File: config.mk
export PLATFORM = sky130hd
export DESIGN_NAME = result_sat_fifo
export DESIGN_NICKNAME = d
export VERILOG_FILES = /design/src/rtl/result_pkg.sv /design/src/rtl/result_fifo.sv /design/src/rtl/result_sat_fifo.sv
export SDC_FILE = /design/constraint.sdc
export NUM_CORES = 1
export LEC_CHECK = 0
export CAP_MARGIN = 20
export CELL_PAD_IN_SITES_DETAIL_PLACEMENT = 0
export CELL_PAD_IN_SITES_GLOBAL_PLACEMENT = 1
export CORE_MARGIN = 5
export CORE_UTILIZATION = 39
export DETAILED_ROUTE_END_ITERATION = 10
export PLACE_DENSITY = 0.79
export RECOVER_POWER = 25
export SYNTH_ARGS = -nofsm -noshare
export SYNTH_HDL_FRONTEND = slang
export SYNTH_SLANG_ARGS = --single-unit
File: constraint.sdc
create_clock -name clk -period 2.5 [get_ports clk]
set_input_delay 0.25 -clock clk [delete_from_list [all_inputs] [get_ports clk]]
set_output_delay 0.25 -clock clk [all_outputs]
set_load 0.01 [all_outputs]
File: src/rtl/result_pkg.sv
// Shared constants for the result output stage.
// Saturation mode encodings and FIFO entry layout {flag, data}.
package result_pkg;

  localparam logic [1:0] MODE_SAT  = 2'b00;
  localparam logic [1:0] MODE_WRAP = 2'b01;
  localparam logic [1:0] MODE_ZERO = 2'b10;
  localparam logic [1:0] MODE_DROP = 2'b11;

  // Entry is {flag, data}: flag sits at bit dw.
  function automatic int entry_width(int dw);
    return dw + 1;
  endfunction

endpackage

File: src/rtl/result_fifo.sv
// Generic DEPTH x WIDTH FIFO with registered head, valid/ready both sides.
// Ports: in_valid/in_ready/in_data, out_valid/out_ready/out_data, full, empty, level.
module result_fifo #(
  parameter int WIDTH = 9,
  parameter int DEPTH = 4
) (
  input  logic                     clk,
  input  logic                     reset_n,
  input  logic                     in_valid,
  output logic                     in_ready,
  input  logic [WIDTH-1:0]         in_data,
  output logic                     out_valid,
  input  logic                     out_ready,
  output logic [WIDTH-1:0]         out_data,
  output logic                     full,
  output logic                     empty,
  output logic [$clog2(DEPTH):0]   level
);

  localparam int AW = $clog2(DEPTH);
  localparam int LW = AW + 1;

  logic [WIDTH-1:0] mem [DEPTH];
  logic [AW-1:0]    wr_ptr;
  logic [AW-1:0]    rd_ptr;
  logic [AW-1:0]    rd_nxt;
  logic [LW-1:0]    count;
  logic [LW-1:0]    count_nxt;
  logic [WIDTH-1:0] head;
  logic             push;
  logic             pop;

  assign full      = (count == LW'(DEPTH));
  assign empty     = (count == '0);
  assign in_ready  = !full;
  assign out_valid = !empty;
  assign level     = count;
  assign out_data  = head;

  assign push = in_valid && in_ready;
  assign pop  = out_valid && out_ready;

  assign rd_nxt = pop ? rd_ptr + AW'(1) : rd_ptr;

  always_comb begin
    count_nxt = count;
    if (push && !pop)
      count_nxt = count + LW'(1);
    else if (pop && !push)
      count_nxt = count - LW'(1);
  end

  always_ff @(posedge clk) begin
    if (push)
      mem[wr_ptr] <= in_data;
  end

  always_ff @(posedge clk or negedge reset_n) begin
    if (!reset_n) begin
      wr_ptr <= '0;
      rd_ptr <= '0;
      count  <= '0;
      head   <= '0;
    end else begin
      if (push)
        wr_ptr <= wr_ptr + AW'(1);
      rd_ptr <= rd_nxt;
      count  <= count_nxt;
      // Bypass the write when the new head is the slot being written.
      if (count_nxt != '0) begin
        if (push && (rd_nxt == wr_ptr))
          head <= in_data;
        else
          head <= mem[rd_nxt];
      end
    end
  end

endmodule

File: src/rtl/result_sat_fifo.sv
// Result output stage: range check, sat/wrap/zero/drop mapping, FIFO, ovf counter.
// Ports: in_*/out_* valid/ready, sat_mode, full/empty/level, ovf_count, clr_count.
module result_sat_fifo
  import result_pkg::*;
#(
  parameter int DATA_WIDTH = 8,
  parameter int IN_WIDTH   = 2*DATA_WIDTH+1,
  parameter int DEPTH      = 4,
  parameter int CNT_WIDTH  = 8
) (
  input  logic                    clk,
  input  logic                    reset_n,
  input  logic                    in_valid,
  output logic                    in_ready,
  input  logic [IN_WIDTH-1:0]     in_data,
  input  logic [1:0]              sat_mode,
  output logic                    out_valid,
  input  logic                    out_ready,
  output logic [DATA_WIDTH-1:0]   out_data,
  output logic                    out_invalid,
  output logic                    full,
  output logic                    empty,
  output logic [$clog2(DEPTH):0]  level,
  output logic [CNT_WIDTH-1:0]    ovf_count,
  input  logic                    clr_count
);

  localparam int EW = entry_width(DATA_WIDTH);

  logic          ovf;
  logic          drop;
  logic          acc_ovf;
  logic [EW-1:0] entry;
  logic [EW-1:0] head;

  assign ovf     = |in_data[IN_WIDTH-1:DATA_WIDTH];
  assign drop    = ovf && (sat_mode == MODE_DROP);
  assign acc_ovf = in_valid && in_ready && ovf;

  always_comb begin
    entry = {1'b0, in_data[DATA_WIDTH-1:0]};
    if (ovf) begin
      unique case (sat_mode)
        MODE_SAT:  entry = {1'b1, {DATA_WIDTH{1'b1}}};
        MODE_WRAP: entry = {1'b1, in_data[DATA_WIDTH-1:0]};
        MODE_ZERO: entry = {1'b1, {DATA_WIDTH{1'b0}}};
        default:   entry = {1'b1, in_data[DATA_WIDTH-1:0]};
      endcase
    end
  end

  // Dropped beats complete the handshake but never reach the FIFO.
  result_fifo #(
    .WIDTH (EW),
    .DEPTH (DEPTH)
  ) u_fifo (
    .clk       (clk),
    .reset_n   (reset_n),
    .in_valid  (in_valid && !drop),
    .in_ready  (in_ready),
    .in_data   (entry),
    .out_valid (out_valid),
    .out_ready (out_ready),
    .out_data  (head),
    .full      (full),
    .empty     (empty),
    .level     (level)
  );

  assign out_data    = head[DATA_WIDTH-1:0];
  assign out_invalid = out_valid && head[DATA_WIDTH];

  always_ff @(posedge clk or negedge reset_n) begin
    if (!reset_n)
      ovf_count <= '0;
    else if (clr_count)
      ovf_count <= acc_ovf ? CNT_WIDTH'(1) : '0;
    else if (acc_ovf && (ovf_count != '1))
      ovf_count <= ovf_count + CNT_WIDTH'(1);
  end

endmodule

; ---- Word-level counts from Yosys, hierarchy flattened
; Memories as Yosys holds them, arrays and structs flattened. A register that Yosys moved wholly into a read port is not among the register bits.
; Index checks and enable logic that the tools add are counted.
[op_classes]
addsub = 5
eq_ne = 4
mux = 10
n_reduce_logical = 21
[ops]
columns = cell, n
row1 = 8-bit 2-to-1 mux, 2
row2 = 8-bit case mux with 2 select lines, 1
row3 = 1-bit logical AND, 10
row4 = 9-bit 2-to-1 mux, 1
row5 = 9-bit OR reduction, 1
row6 = 8-bit by 1-bit adder with 8-bit output (second input constant), 1
row7 = 8-bit inequality test (second input constant), 1
row8 = 1-bit logical NOT, 6
row9 = 3-bit 2-to-1 mux, 2
row10 = 2-bit by 1-bit adder with 2-bit output (second input constant), 2
row11 = 2-bit == test (second input constant), 2
row12 = 3-bit by 1-bit adder with 3-bit output (second input constant), 1
row13 = 3-bit == test (second input constant), 1
row14 = 3-bit logical NOT, 1
row15 = 1-bit 2-to-1 mux, 3
row16 = 3-bit nonzero test, 1
row17 = 3-bit by 1-bit subtractor with 3-bit output (second input constant), 1
row18 = 2-bit logical NOT, 1
row19 = 2-bit 2-to-1 mux, 1
row20 = 2-bit nonzero test, 1
[word_totals]
register_bits = 15
mem_bits_rw = 36
in_bits = 24
output_inout_bits = 24
elab_cells = 45
n_memories = 1
[mem_list]
columns = memory, depth, width, rd, rd_clocked_by_memory_dff, wr, line_no
row1 = u_fifo.mem, 4, 9, 1, 1, 1, result_fifo.sv:23  ; logic [WIDTH-1:0] mem [DEPTH];

; ---- Longest topological paths before layout
[logic_depth]
depth_word = 10
mapped_depth = 11
depth_no_buf = 9

; ---- By module
; From an unflattened synthesis, not the netlist that was laid out.
[unflattened]
hier_cells = 279
area_unflattened_um2 = 3389.5
[by_module_without_submodules]
columns = module, n_inst, cells_per_inst, area_each_um2, seq_area_each_um2
row1 = result_fifo, 1, 200, 2776.4, 1481.4
row2 = result_sat_fifo, 1, 79, 613.1, 200.2

; ---- Worst setup path before layout
; OpenSTA, ideal clock, no wires.
[synth_timing]
path_type = register to register
start = reg u_fifo.count[0] (netlist: u_fifo.level[0])
end = reg u_fifo.head[0] (netlist: u_fifo.out_data[0]) (read register of u_fifo.mem)
setup_ns = 0.125
arrival_time_ns = 2.615
required_time_ns = 2.375
slack_ns = -0.240
stages_incl_launch_ff = 11
path_buffers = 2
synth_period_minus_slack_ns = 2.740
path_cell_list = dfrtp_1 inv_1 ha_1 nand2b_1 buf_6 and2_4 buf_12 xnor2_4 mux4_2 mux2_2 mux2_4
[synth_via]
word_cells_on_any_way = 16
cone_classes = 2 x add/sub / 1 x eq/ne / 3 x mux / 10 x reduce/logical
[synth_rtl]
columns = element, line_no
row1 = start: declaration, result_fifo.sv:27  ; logic [LW-1:0] count;
row2 = start signal: assignment, result_fifo.sv:68  ; count <= count_nxt;
row3 = 3-bit logical NOT *, result_fifo.sv:34  ; assign empty = (count == '0);
row4 = 1-bit logical NOT *, result_fifo.sv:36  ; assign out_valid = !empty;
row5 = named net out_valid, result_sat_fifo.sv:17  ; output logic out_valid,
row6 = 1-bit logical AND *, result_fifo.sv:41  ; assign pop = out_valid && out_ready;
row7 = 1-bit logical AND or 1-bit logical NOT (tied branches), "result_fifo.sv:49, result_fifo.sv:47"
row8 = 3-bit 2-to-1 mux or 1-bit logical AND (tied branches), "result_fifo.sv:49, result_fifo.sv:47"
row9 = 3-bit 2-to-1 mux, result_fifo.sv:47  ; if (push && !pop)
row10 = 3-bit nonzero test, result_fifo.sv:70  ; if (count_nxt != '0) begin
row11 = end: declaration, result_fifo.sv:29  ; logic [WIDTH-1:0] head;
; The timed path passes the listed nets; every way through them passes the cells marked *.
; A chain may end at the register's enable or synchronous reset.

; ---- Final worst setup path
[layout_timing]
start = reg u_fifo.count[1] (netlist: u_fifo.level[1])
end = reg u_fifo.head[8] (netlist: u_fifo.out_data[8]) (read register of u_fifo.mem)
[layout_via]
elab_chain_len = 8
word_cells_on_any_way = 16
cone_classes = 2 x add/sub / 1 x eq/ne / 3 x mux / 10 x reduce/logical
[layout_rtl]
columns = element, line_no
row1 = 3-bit == test, result_fifo.sv:33  ; assign full = (count == LW'(DEPTH));
row2 = 1-bit logical NOT, result_fifo.sv:35  ; assign in_ready = !full;
row3 = 1-bit logical AND, result_fifo.sv:40  ; assign push = in_valid && in_ready;
row4 = 1-bit logical NOT, result_fifo.sv:49  ; else if (pop && !push)
row5 = 1-bit logical AND, result_fifo.sv:49
row6 = 3-bit 2-to-1 mux, result_fifo.sv:49
row7 = 3-bit 2-to-1 mux, result_fifo.sv:47
row8 = 3-bit nonzero test, result_fifo.sv:70
; Parallel ways exist; a longest one is shown, timed or not.

==> results.yml <==
placed_design:
  place_inst: 381
  place.gp.congestion: 0.793
  dp_hpwl_um: 4500
  place_area_um2: 3800
  pre_cts_ws_ns: -0.0404
  io_buffers: 47
layout:
  area_growth_pct: 36.1
  seqCellArea_um2: 1680
  final_common_cell: "clkdlybuf4s50_1"
  num_antenna_cells: 0
  multiInputGateArea_um2: 1180
  fillers: 631
  finalNonFillerCells: 399
  fin_util_pct: 55.0
  layout_common_cells: "37 x clkdlybuf4s50_1, 36 x edfxtp_1, 30 x buf_4"
  fin_area_um2: 4040
  layout-drive-gt1-share_pct: 29.3
  fin_nets: 327
sta:
  slew_viol_final: 0
  setup_tns_ns: 0
  fmax_ghz: 0.415
  setup_viol: 0
  min_period_ns: 2.41
  fin_worst_skew_ns: 0.00914
  final.period_utilization_pct: 96.3
  tightestPinTransition_ns: 1.45
  slew-limit-headroom_pct: 3.32
  rsz0062_at_grt: "no"
  final_hold_viol_count: 0
  worst_slack_ns: 0.0915
  holdWs_ns: 0.505
critical_path:
  crit_start: "u_fifo.level[1]"
  critical_path_buf_inv_count: 2
  endpoint: "u_fifo.out_data[8]"
  r2r_slack_ns: 0.09
  cpMostUsedCell: "mux2_4"
  cp_max_fo: 5
  critPathTopFamily: "multiplexers"
  rr_startpoint: "u_fifo.level[1]"
  path_cells: "inv_1, ha_4, nand2b_4, and2_4, xnor2_4, clkbuf_16, mux4_2, mux2_4, mux2_4"
  cp.depth: 9
  critPathSlowestCell: "mux4_2"
  cp.arrival_ns: 2.62
  ff2ff_path_depth: 9
  slowest_delay_ns: 0.49
  start_kind: "register"
  cp.required_ns: 2.72
  crit_type: "reg -> reg"
  rr_endpoint: "u_fifo.out_data[8]"
  endpoint_kind: "register"
cts:
  numCtsBuffers: 9
  clockBufferDepth: 2
  h-tree-depth: 3
  clkLatencyLatePin_ns: 0.33
  cts.clk_slew.worst_paths_ns: 0.07
  hold_buffers: 0
  clock_sinks: 60
  cts-root-buf: "clkbuf_8"
  cts_tree: "done"
routing:
  wirelength_um: 6090
  drc: 0
  vias: 1924
  drt_first_pass_iters: 4
  drtIter0Drc: 117
  via_per_inst: 4.82
  wl_per_cell_um: 15.3
  detail-route-antenna-nets: 0
min_path:
  hp-class: "reg -> reg"
yosys:
  netlist_area_um2: 2960
  yosys_warnings: 0
  synth_area_per_cell_um2: 13.9
  yosysSeqAreaShare_pct: 56.7
  syn_nets: 246
  syn_inst: 214
  ys_ff_latch: 60
  synthDistinctLibCells: 41
global_routing:
  track_usage_pct: 13.8
  grt_pass1_vias: 2068
  grt_remaining_overflow: 0
  grt_max_degree: 25
  grt_pass1_wl_um: 10300
  antenna_found_initial: 0
floorplanning:
  die_w_um: 97.2
  core_area_um2: 7330
  start_util_pct: 40.4
  die_h_um: 97.2
  die_area_um2: 9440
  rows: 31
  ios: 48
flow_run:
  max_cap_viol_count: 0
pwr:
  finalPower_mw: 4.80
  vdd_drop_max_uv: 603
  p_per_area_nw_per_um2: 1190
  p_leak_nw: 1.70
outcome:
  outcome: "completed"
-- synth_stat cells --
library cell	count	share of area, %
edfxtp_1	36	36
dfrtp_1	24	20
inv_1	16	2.0
nand2_1	14	1.8
o21ai_0	12	2.0
mux2_2	9	3.4
mux2_4	9	4.6
mux4_2	9	6.8
nor2_1	9	1.1
buf_4	8	2.0
ha_1	8	3.4
xor2_1	7	2.1
xnor2_1	6	1.8
and2_1	4	0.84
and3_1	4	0.84
nand2b_1	4	0.84
nand4_1	4	0.84
mux2i_1	3	1.0
nand3_1	3	0.51
a211oi_1	2	0.51
a21boi_0	2	0.51
nor3_1	2	0.34
a31o_2	1	0.30
a31oi_1	1	0.21
and2_2	1	0.25
and2_4	1	0.30
and3_2	1	0.25
buf_1	1	0.13
buf_12	1	0.68
buf_6	1	0.38
clkbuf_1	1	0.13
clkbuf_2	1	0.17
maj3_1	1	0.34
nor3b_1	1	0.25
nor4_1	1	0.21
nor4b_1	1	0.30
o211ai_1	1	0.25
o21bai_1	1	0.25
o31ai_2	1	0.42
or3_2	1	0.25
xnor2_4	1	0.93
-- timing repair --
action | 4_1_cts | 5_1_grt
endpoints found under the setup margin | 0 | 9
gates resized for setup | 0 | 4
buffers inserted | 0 | 1
-- worst register-to-register path, stage by stage (launching register included) --
cell and delay (ns):
dfrtp_1 0.37, inv_1 0.12, ha_4 0.18, nand2b_4 0.06, and2_4 0.16, xnor2_4 0.20, clkbuf_16 0.20, mux4_2 0.49
mux2_4 0.27, mux2_4 0.26
-- area by class of cell --
class | count | share of cell area [%]
sequential | 60 | 41.7
multi-input combinational | 125 | 29.2
timing repair buffer | 83 | 19.9
clock buffer | 11 | 3.26
tap | 99 | 3.07
inverter | 16 | 1.49
clock inverter | 5 | 1.30
-- power by group --
group	internal (mW)	switching [mW]
clock	0.455	0.355
combinational	1.58	0.954
sequential	1.32	0.136
-- flip-flops by register name (all words and copies together) (netlist names) --
| name | cells |
|---|---|
| u_fifo.level | 3 |
| u_fifo.rd_ptr | 2 |
| u_fifo.mem | 36 |
| u_fifo.out_data | 9 |
| u_fifo.wr_ptr | 2 |
| ovf_count | 8 |
-- per-layer routing --
layer	up-vias	track usage [%]	share of wire, %
met2	60	23.4	50
met1	933	17.1	43
met5	-	0	0
met4	0	3.89	1.0
met3	8	4.31	5.8
li1	923	-	-
-- logic make-up after synthesis --
group	after synthesis	synth area share, %
and+or+nand+nor	51	8.95
adders and majority gates	9	3.71
DFF	60	56.7
xor gates and xnor gates	14	4.77
muxes	30	15.8
buffers and inverters	29	5.53
AOI/OAI and AO/OA	21	4.47
-- how the worst min path moves through the flow --
| stage | start | end | slack (ns) | cells past startpoint |
|---|---|---|---|---|
| 2_1_floorplan | reset_n | ovf_count[0] | -0.05 | 0 |
| 3_3_place_gp | u_fifo.out_data[5] | u_fifo.out_data[5] | 0.50 | 1 |
| 3_5_place_dp | u_fifo.out_data[8] | u_fifo.out_data[8] | 0.50 | 1 |
| 4_1_cts | reset_n | u_fifo.out_data[1] | 0.30 | 2 |
| 5_1_grt | u_fifo.out_data[5] | u_fifo.out_data[5] | 0.52 | 1 |
| 6_report | u_fifo.out_data[5] | u_fifo.out_data[5] | 0.51 | 1 |
No activity file was read; power rests on OpenSTA's default activity.
